--- config.mk ---
export PLATFORM = sky130hd
export DESIGN_NAME = sdram_port_sched
export DESIGN_NICKNAME = d
export VERILOG_FILES = /design/src/rtl/sdram_port_sched.sv
export SDC_FILE = /design/constraint.sdc
export NUM_CORES = 1
export LEC_CHECK = 0
export ABC_CLOCK_PERIOD_IN_PS = 2300
export CORE_MARGIN = 5
export CORE_UTILIZATION = 62
export CTS_BUF_LIST = sky130_fd_sc_hd__clkbuf_8 sky130_fd_sc_hd__clkbuf_16
export CTS_CLUSTER_DIAMETER = 200
export DETAILED_ROUTE_END_ITERATION = 10
export DONT_BUFFER_PORTS = 1
export PLACE_DENSITY_LB_ADDON = 0.2
export SETUP_SLACK_MARGIN = 0.05
export SYNTH_ARGS = -nofsm -noshare
export SYNTH_HDL_FRONTEND = slang
export SYNTH_SLANG_ARGS = --single-unit
--- constraint.sdc ---
create_clock -name sysclk_100M -period 2.3 [get_ports sysclk_100M]
set_clock_uncertainty 0.15 [all_clocks]
set_input_delay 0.23 -clock sysclk_100M [delete_from_list [all_inputs] [get_ports sysclk_100M]]
set_output_delay 0.23 -clock sysclk_100M [all_outputs]
set_load 0.01 [all_outputs]
--- src/rtl/sdram_port_sched.sv ---
// sdram_port_sched: two-port round-robin burst scheduler in front of an SDRAM controller.
// One port at a time owns the controller. That port's request direction and
// address are latched when it is granted.
// Optional watchdog in WAIT: define SDRAM_SCHED_WDOG_EN to build it.
module sdram_port_sched #(
  parameter int unsigned ADDR_W      = 24,
  parameter int unsigned BURST_LEN   = 512,
  parameter int unsigned WDOG_CYCLES = 4096
) (
  input  logic              sysclk_100M,
  input  logic              rst_n,
  input  logic              p0_req,
  input  logic              p0_wr,
  input  logic [ADDR_W-1:0] p0_addr,
  input  logic              p1_req,
  input  logic              p1_wr,
  input  logic [ADDR_W-1:0] p1_addr,
  output logic              p0_gnt,
  output logic              p1_gnt,
  output logic              p0_done,
  output logic              p1_done,
  output logic              ctl_write_trig,
  output logic              ctl_read_trig,
  output logic [ADDR_W-1:0] ctl_addr,
  input  logic              ctl_data_vld,
  input  logic              ctl_write_end,
  input  logic              ctl_read_end,
  output logic              busy,
  output logic              len_err,
  output logic              wdog_err
);

  localparam int unsigned CNT_W = $clog2(BURST_LEN) + 1;
  localparam logic [CNT_W-1:0] CNT_MAX = '1;

  typedef enum logic [4:0] {
    IDLE  = 5'b00001,
    GRANT = 5'b00010,
    ISSUE = 5'b00100,
    WAIT  = 5'b01000,
    DONE  = 5'b10000
  } state_t;

  state_t           state;
  logic             owner;
  logic             dir_wr;
  logic             rr_pref;
  logic [CNT_W-1:0] beat_cnt;
  logic             sel_c;
  logic             end_match_c;
  logic             wdog_expire_c;

  // Both requesting: take the preferred port; otherwise whichever is asking.
  assign sel_c = (p0_req & p1_req) ? rr_pref : p1_req;

  // Only the end pulse of the latched direction completes a burst.
  assign end_match_c = dir_wr ? ctl_write_end : ctl_read_end;

`ifdef SDRAM_SCHED_WDOG_EN
  localparam int unsigned WD_W = $clog2(WDOG_CYCLES + 1);

  logic [WD_W-1:0] wdog_cnt;
  logic            wdog_err_q;

  assign wdog_expire_c = (state == WAIT) && !end_match_c &&
                         (wdog_cnt == WD_W'(WDOG_CYCLES - 1));
  assign wdog_err = wdog_err_q;

  // Cycles spent in WAIT; sticky error on expiry.
  always_ff @(posedge sysclk_100M or negedge rst_n) begin
    if (!rst_n) begin
      wdog_cnt   <= '0;
      wdog_err_q <= 1'b0;
    end else begin
      if (state == WAIT) wdog_cnt <= wdog_cnt + WD_W'(1);
      else               wdog_cnt <= '0;
      if (wdog_expire_c) wdog_err_q <= 1'b1;
    end
  end
`else
  assign wdog_expire_c = 1'b0;
  assign wdog_err      = 1'b0;
`endif

  // Scheduler FSM; outputs are registered alongside the state they belong to.
  always_ff @(posedge sysclk_100M or negedge rst_n) begin
    if (!rst_n) begin
      state          <= IDLE;
      owner          <= 1'b0;
      dir_wr         <= 1'b0;
      rr_pref        <= 1'b0;
      beat_cnt       <= '0;
      p0_gnt         <= 1'b0;
      p1_gnt         <= 1'b0;
      p0_done        <= 1'b0;
      p1_done        <= 1'b0;
      ctl_write_trig <= 1'b0;
      ctl_read_trig  <= 1'b0;
      ctl_addr       <= '0;
      busy           <= 1'b0;
      len_err        <= 1'b0;
    end else begin
      ctl_write_trig <= 1'b0;
      ctl_read_trig  <= 1'b0;
      p0_done        <= 1'b0;
      p1_done        <= 1'b0;

      if (((state == ISSUE) || (state == WAIT)) && ctl_data_vld && (beat_cnt != CNT_MAX))
        beat_cnt <= beat_cnt + CNT_W'(1);

      case (state)
        IDLE: begin
          if (p0_req | p1_req) begin
            owner    <= sel_c;
            dir_wr   <= sel_c ? p1_wr : p0_wr;
            ctl_addr <= sel_c ? p1_addr : p0_addr;
            p0_gnt   <= ~sel_c;
            p1_gnt   <= sel_c;
            busy     <= 1'b1;
            state    <= GRANT;
          end
        end
        GRANT: begin
          ctl_write_trig <= dir_wr;
          ctl_read_trig  <= ~dir_wr;
          state          <= ISSUE;
        end
        ISSUE: begin
          if (end_match_c) begin
            p0_done <= ~owner;
            p1_done <= owner;
            state   <= DONE;
          end else begin
            state   <= WAIT;
          end
        end
        WAIT: begin
          if (end_match_c || wdog_expire_c) begin
            p0_done <= ~owner;
            p1_done <= owner;
            state   <= DONE;
          end
        end
        DONE: begin
          if (beat_cnt != CNT_W'(BURST_LEN)) len_err <= 1'b1;
          rr_pref  <= ~owner;
          beat_cnt <= '0;
          p0_gnt   <= 1'b0;
          p1_gnt   <= 1'b0;
          busy     <= 1'b0;
          state    <= IDLE;
        end
        default: begin
          p0_gnt <= 1'b0;
          p1_gnt <= 1'b0;
          busy   <= 1'b0;
          state  <= IDLE;
        end
      endcase
    end
  end

endmodule

Word-level counts from Yosys, hierarchy flattened
Index checks and enable logic that the tools add are counted.
- register bits after elaboration: 50
- input port bits: 57
- add/sub/neg operators: 1
- equality and inequality tests: 9
- mux-type cells: 22
- bitwise operators: 6
- reduce and logical (&&, ||, !) cells: 10
- operators with widths (cell ; count):
    two-way mux 24 bit ; 1
    two-way mux 10 bit ; 2
    inequality test 10 bit, second input constant ; 2
    case mux 5 bit (4 select lines) ; 1
    two-way mux 5 bit ; 3
    two-way mux 1 bit ; 12
    adder 10 x 1 -> 10 bit, second input constant ; 1
    AND reduction 2 bit ; 4
    case mux 1 bit (2 select lines) ; 3
    equality test 5 x 1 -> 1 bit, second input constant ; 1
    equality test 5 x 2 -> 1 bit, second input constant ; 1
    equality test 5 x 3 -> 1 bit, second input constant ; 1
    equality test 5 x 4 -> 1 bit, second input constant ; 1
    equality test 5 bit, second input constant ; 1
    inequality test 2 bit, second input constant ; 2
    NOT 1 bit ; 4
    OR reduction 3 bit ; 1
    logical AND 1 bit ; 2
    nonzero test 2 bit ; 1
    OR reduction 2 bit ; 1
    bitwise AND 1 bit ; 1
    logical OR 1 bit ; 1
    OR 1 bit ; 1

Logic depth before layout (Yosys ltp)
- word-level depth: 6
- gate-level depth with buffers: 8
- gate-level depth less buffers: 6

Worst setup path before layout
OpenSTA, ideal clock, no wires.
- kind: register -> register
- from: reg state[2]
- to: reg beat_cnt[3]
- arrival: 1.501 ns
- data required time: 2.023 ns
- slack: 0.522 ns
- stages on the path, launching flop included: 6
- buffers on the path: 1
- clock period less this slack: 1.778 ns
- cells stage by stage: dfrtp_1 > xor2_1 > nand4b_2 > or2_1 > buf_6 > a311o_2
- word-level cells in the longest chain between the ends: 5
- elaborated cells between the ends (all ways): 8
- ends and longest elaborated chain (what ; line ; text):
    start, declared ; 44 ; state_t state;
    start signal, assigned ; 88 ; state <= IDLE;
    start signal, assigned ; 120 ; state <= GRANT;
    start signal, assigned ; 126 ; state <= ISSUE;
    equality test 5 x 3 -> 1 bit / equality test 5 x 4 -> 1 bit (equally long branches) ; 108 ; if (((state == ISSUE) || (state == WAIT)) && ctl_data_vld && (beat_cnt != CNT_MAX))
    logical OR 1 bit ; 108 ;
    logical AND 1 bit (2 in series) ; 108 ;
    nonzero test 2 bit (no source line) ; -- ;
    end signal, assigned ; 109 ; beat_cnt <= beat_cnt + CNT_W'(1);
    end, declared ; 48 ; logic [CNT_W-1:0] beat_cnt;
Parallel ways exist; a longest one is shown, timed or not.
A chain may end at the register's enable or synchronous reset.

Worst setup path after layout
- from: reg rr_pref
- to: reg ctl_addr[12]
- word-level cells in the longest chain between the ends: 2
- ends and longest elaborated chain (what ; line ; text):
    start, declared ; 47 ; logic rr_pref;
    start signal, assigned ; 146 ; rr_pref <= ~owner;
    two-way mux 1 bit ; 54 ; assign sel_c = (p0_req & p1_req) ? rr_pref : p1_req;
    two-way mux 24 bit ; 116 ; ctl_addr <= sel_c ? p1_addr : p0_addr;
    end signal, assigned ; 116 ;
    end, declared ; 24 ; output logic [ADDR_W-1:0] ctl_addr,
No other way between the ends.

==> impl_results.md <==
* Status: finished, final reports clean
* Reg clk slew, reported paths at roughly 0.09 ns
* Initial DRC Count at approximately 140
* Htree depth at 2
* Main combinational cell family by area after synthesis: simple AND/OR/NAND/NOR gates
* CP max stage delay at roughly 0.6 ns
* Number of synthesized register bits at 50
* Clk_lat worst skew at approximately 0.31 ns
* FILL cells at 181
* Setup violators final at 0
* DP HPWL at between 3000 and 4000 um
* Slowest library cell on the worst path: dlygate4sd3_1
* Synth warn at 0
* Cells after synthesis at roughly 230
* Leakage at between 1 and 1.5 nW
* Post-route antenna net violation count at 0
* Total grt overflow at 0
* R2r startpoint: rr_pref
* WHS Path Cells at 2
* First-pass GRT wire length at roughly 10000 um
* # Max-Cap Violations at 0
* DR WL/cell at 19.02 um
* Pin count of the biggest net entering global routing at 54
* Setup TNS at 0 ns
* Worst setup SP type: flip-flop
* Post-synthesis simple-gate area fraction at 16.76%
* Synth Area in Adders at under 10%
* Finished Cell Area at between 2000 and 3000 um2
* Arrival @ worst endpoint at roughly 2.2 ns
* Hold/Removal Path Class: in2reg
* Mux contribution to synthesized area at approximately 12%
* GRT Overall Usage at approximately 26%
* DRC Markers at 0
* Total Wirelength at ~6200 um
* Core area at ~3700 um2
* Slew Limit Fails at 0
* Top-area cell type share of the netlist area at 51.96%
* I/O pin total at 90
* Die area at between 5000 and 6000 um2
* Crit-path max FO at 28
* GP Congestion at roughly 0.86
* Die Ht at between 70 and 80 um
* Post-synthesis compound-gate area fraction at roughly an eighth
* Share of cells above drive strength 1 at 7.885%
* CTS tree: yes
* Post-DP Area at 2406 um2
* CTS buffer count at 5
* Clock sinks at 50
* Postcts setup bufs at 0
* # port buffers at 0
* Clock buffer depth at 2
* Synth top area cells: dfrtp_1, mux2i_1, a21oi_1, nor2_1, nand3_1
* Worst Path Required at 2.34 ns
* Max Clk Rate at between 0.4 and 0.5 GHz
* Syn Nets at roughly 290
* Diodes inserted at 0
* Commonest non-fill, non-tap cell in the layout: dfrtp_1
* Root Driver: clkbuf_8
* Leading area contributor after synthesis: dfrtp_1
* Maximum vdd drop at 0.7723 mV
* CP Capture Type: flip-flop
* Post-Syn Area at between 2000 and 2500 um2
* Min-Delay Startpoint: p0_addr[8]
* Reg2reg end: ctl_addr[12]
* Die span in x at roughly 72 um
* Hold Vio Cnt, Final at 0
* CP cell instances: o21ai_4, buf_6, mux2i_1, dlygate4sd3_1, a21oi_1
* Via count at between 1500 and 2000
* R2R cell count at 5
* Num rows at 22
* CP Class: reg2reg
* Initial antenna violation count at 0
* Post-route clock period utilization at between 90 and 100%
* Syn_area_per_cell at 10.13 um2
* Drt pass-1 iters at 6
* Vias in the first global route at 2134
* Nets@finish at roughly 340
* Period minus WS final at about 2.1 ns
* Register area share after synthesis at between 50% and 60%
* XOR/XNOR Fraction of Synth Area at less than 1%
* Starting Density at 64.46%
* RSZ-0062 raised after global routing: no
* Hold Crit Endpoint: ctl_addr[8]
* R2R Setup Slk at 0.18 ns
* Vias per cell at about 6
* Area Overhead vs Synth at 26.03%
* Post-synth cell types at 40
* Power per cell area at 1050 nW/um2
* Commonest cells after routing, fill and taps aside: dfrtp_1, dlygate4sd3_1, nor2_1
[routing by layer]
metal  wire [um]  GRT usage (%)
met5           0              0
met4         181          10.44
met3         540          8.836
met2        3055          42.24
met1        2439          30.66
[cell families after synthesis]
| kind of cell | count (synthesis) |
|---|---|
| simple gates | 82 |
| mux | 27 |
| other cells | 1 |
| buf+inv | 19 |
| flops | 50 |
| xor+xnor | 2 |
| fa+ha+maj | 2 |
| compound gates | 50 |
[flip-flops by register name (all words and copies together), names as in the netlist]
register,flops
owner,1
p0_gnt,1
beat_cnt,10
rr_pref,1
ctl_read_trig,1
p0_done,1
p1_gnt,1
state,5
p1_done,1
dir_wr,1
len_err,1
ctl_addr,24
busy,1
ctl_write_trig,1
[synth_stat cells (all sizes together)]
cell / instances
a21oi: 27
o21ai: 10
nor2: 32
or2: 3
mux2: 1
or3: 1
inv: 7
dfstp: 1
a311o: 1
o31ai: 1
o211a: 1
a21o: 2
buf: 6
nand3: 10
a22o: 1
conb: 1
ha: 2
o21bai: 3
nor4: 2
nor3b: 1
and3: 2
nand2: 13
o21a: 2
dfrtp: 49
nand4: 1
nor4b: 2
and2: 3
nor3: 7
o211ai: 2
clkbuf: 6
or4: 1
mux2i: 26
xnor2: 1
xor2: 1
nor2b: 3
nand4b: 1
[repair_timing]
| item | 4_1_cts | 5_1_grt |
|---|---|---|
| endpoints found under the setup margin | 0 | 7 |
| hold buffers | 46 | 0 |
| hold endpoints to repair | 73 | 0 |
| resized for setup | 0 | 2 |
[final cells by class]
class,instances,area [um2],share of cell area [%]
Tap cell,48,60.06,2.019
Multi-Input combinational cell,164,1027,34.54
Timing Repair Buffer,50,524.3,17.63
Inverter,7,26.28,0.8835
Sequential cell,50,1252,42.11
Clock inverter,3,15.01,0.5048
Clock buffer,5,68.82,2.314
[worst max path at each step]
stage,to,start
after floorplan,beat_cnt[3],state[2]
final,ctl_addr[12],rr_pref
after global placement,beat_cnt[3],beat_cnt[0]
after detailed placement,beat_cnt[3],beat_cnt[0]
after CTS,ctl_addr[11],rr_pref
after global routing,ctl_addr[12],rr_pref
[per-stage QoR]
step	hold slack (ns)	total power (W)	worst slack (ns)	cells	util [%]
2_1_floorplan	-0.2156	0.002186	0.5218	233	-
3_3_place_gp	-0.2143	0.002353	0.3511	273	65.72
3_5_place_dp	-0.2141	0.002431	0.2757	273	65.72
4_1_cts	0.002871	0.003052	0.2025	327	81.07
5_1_grt	0.007709	0.003316	0.09313	327	81.24
6_report	0.004826	0.003124	0.1804	327	81.24
[critical path: cells and delay by family (launching register included)]
kind,cells,cell delay (ns)
buffers and inverters,2,0.91
multiplexers,1,0.29
AO/OA/AOI/OAI,2,0.23
flip-flops,1,0.42
[power by group]
part,switching [W],total (W),leakage (nW),internal [W]
clock network,0.000287,0.000494,0.0467,0.000207
logic,0.000582,0.00104,0.725,0.000454
registers,0.000391,0.00159,0.611,0.00120
(Power assumes the default switching activity.)
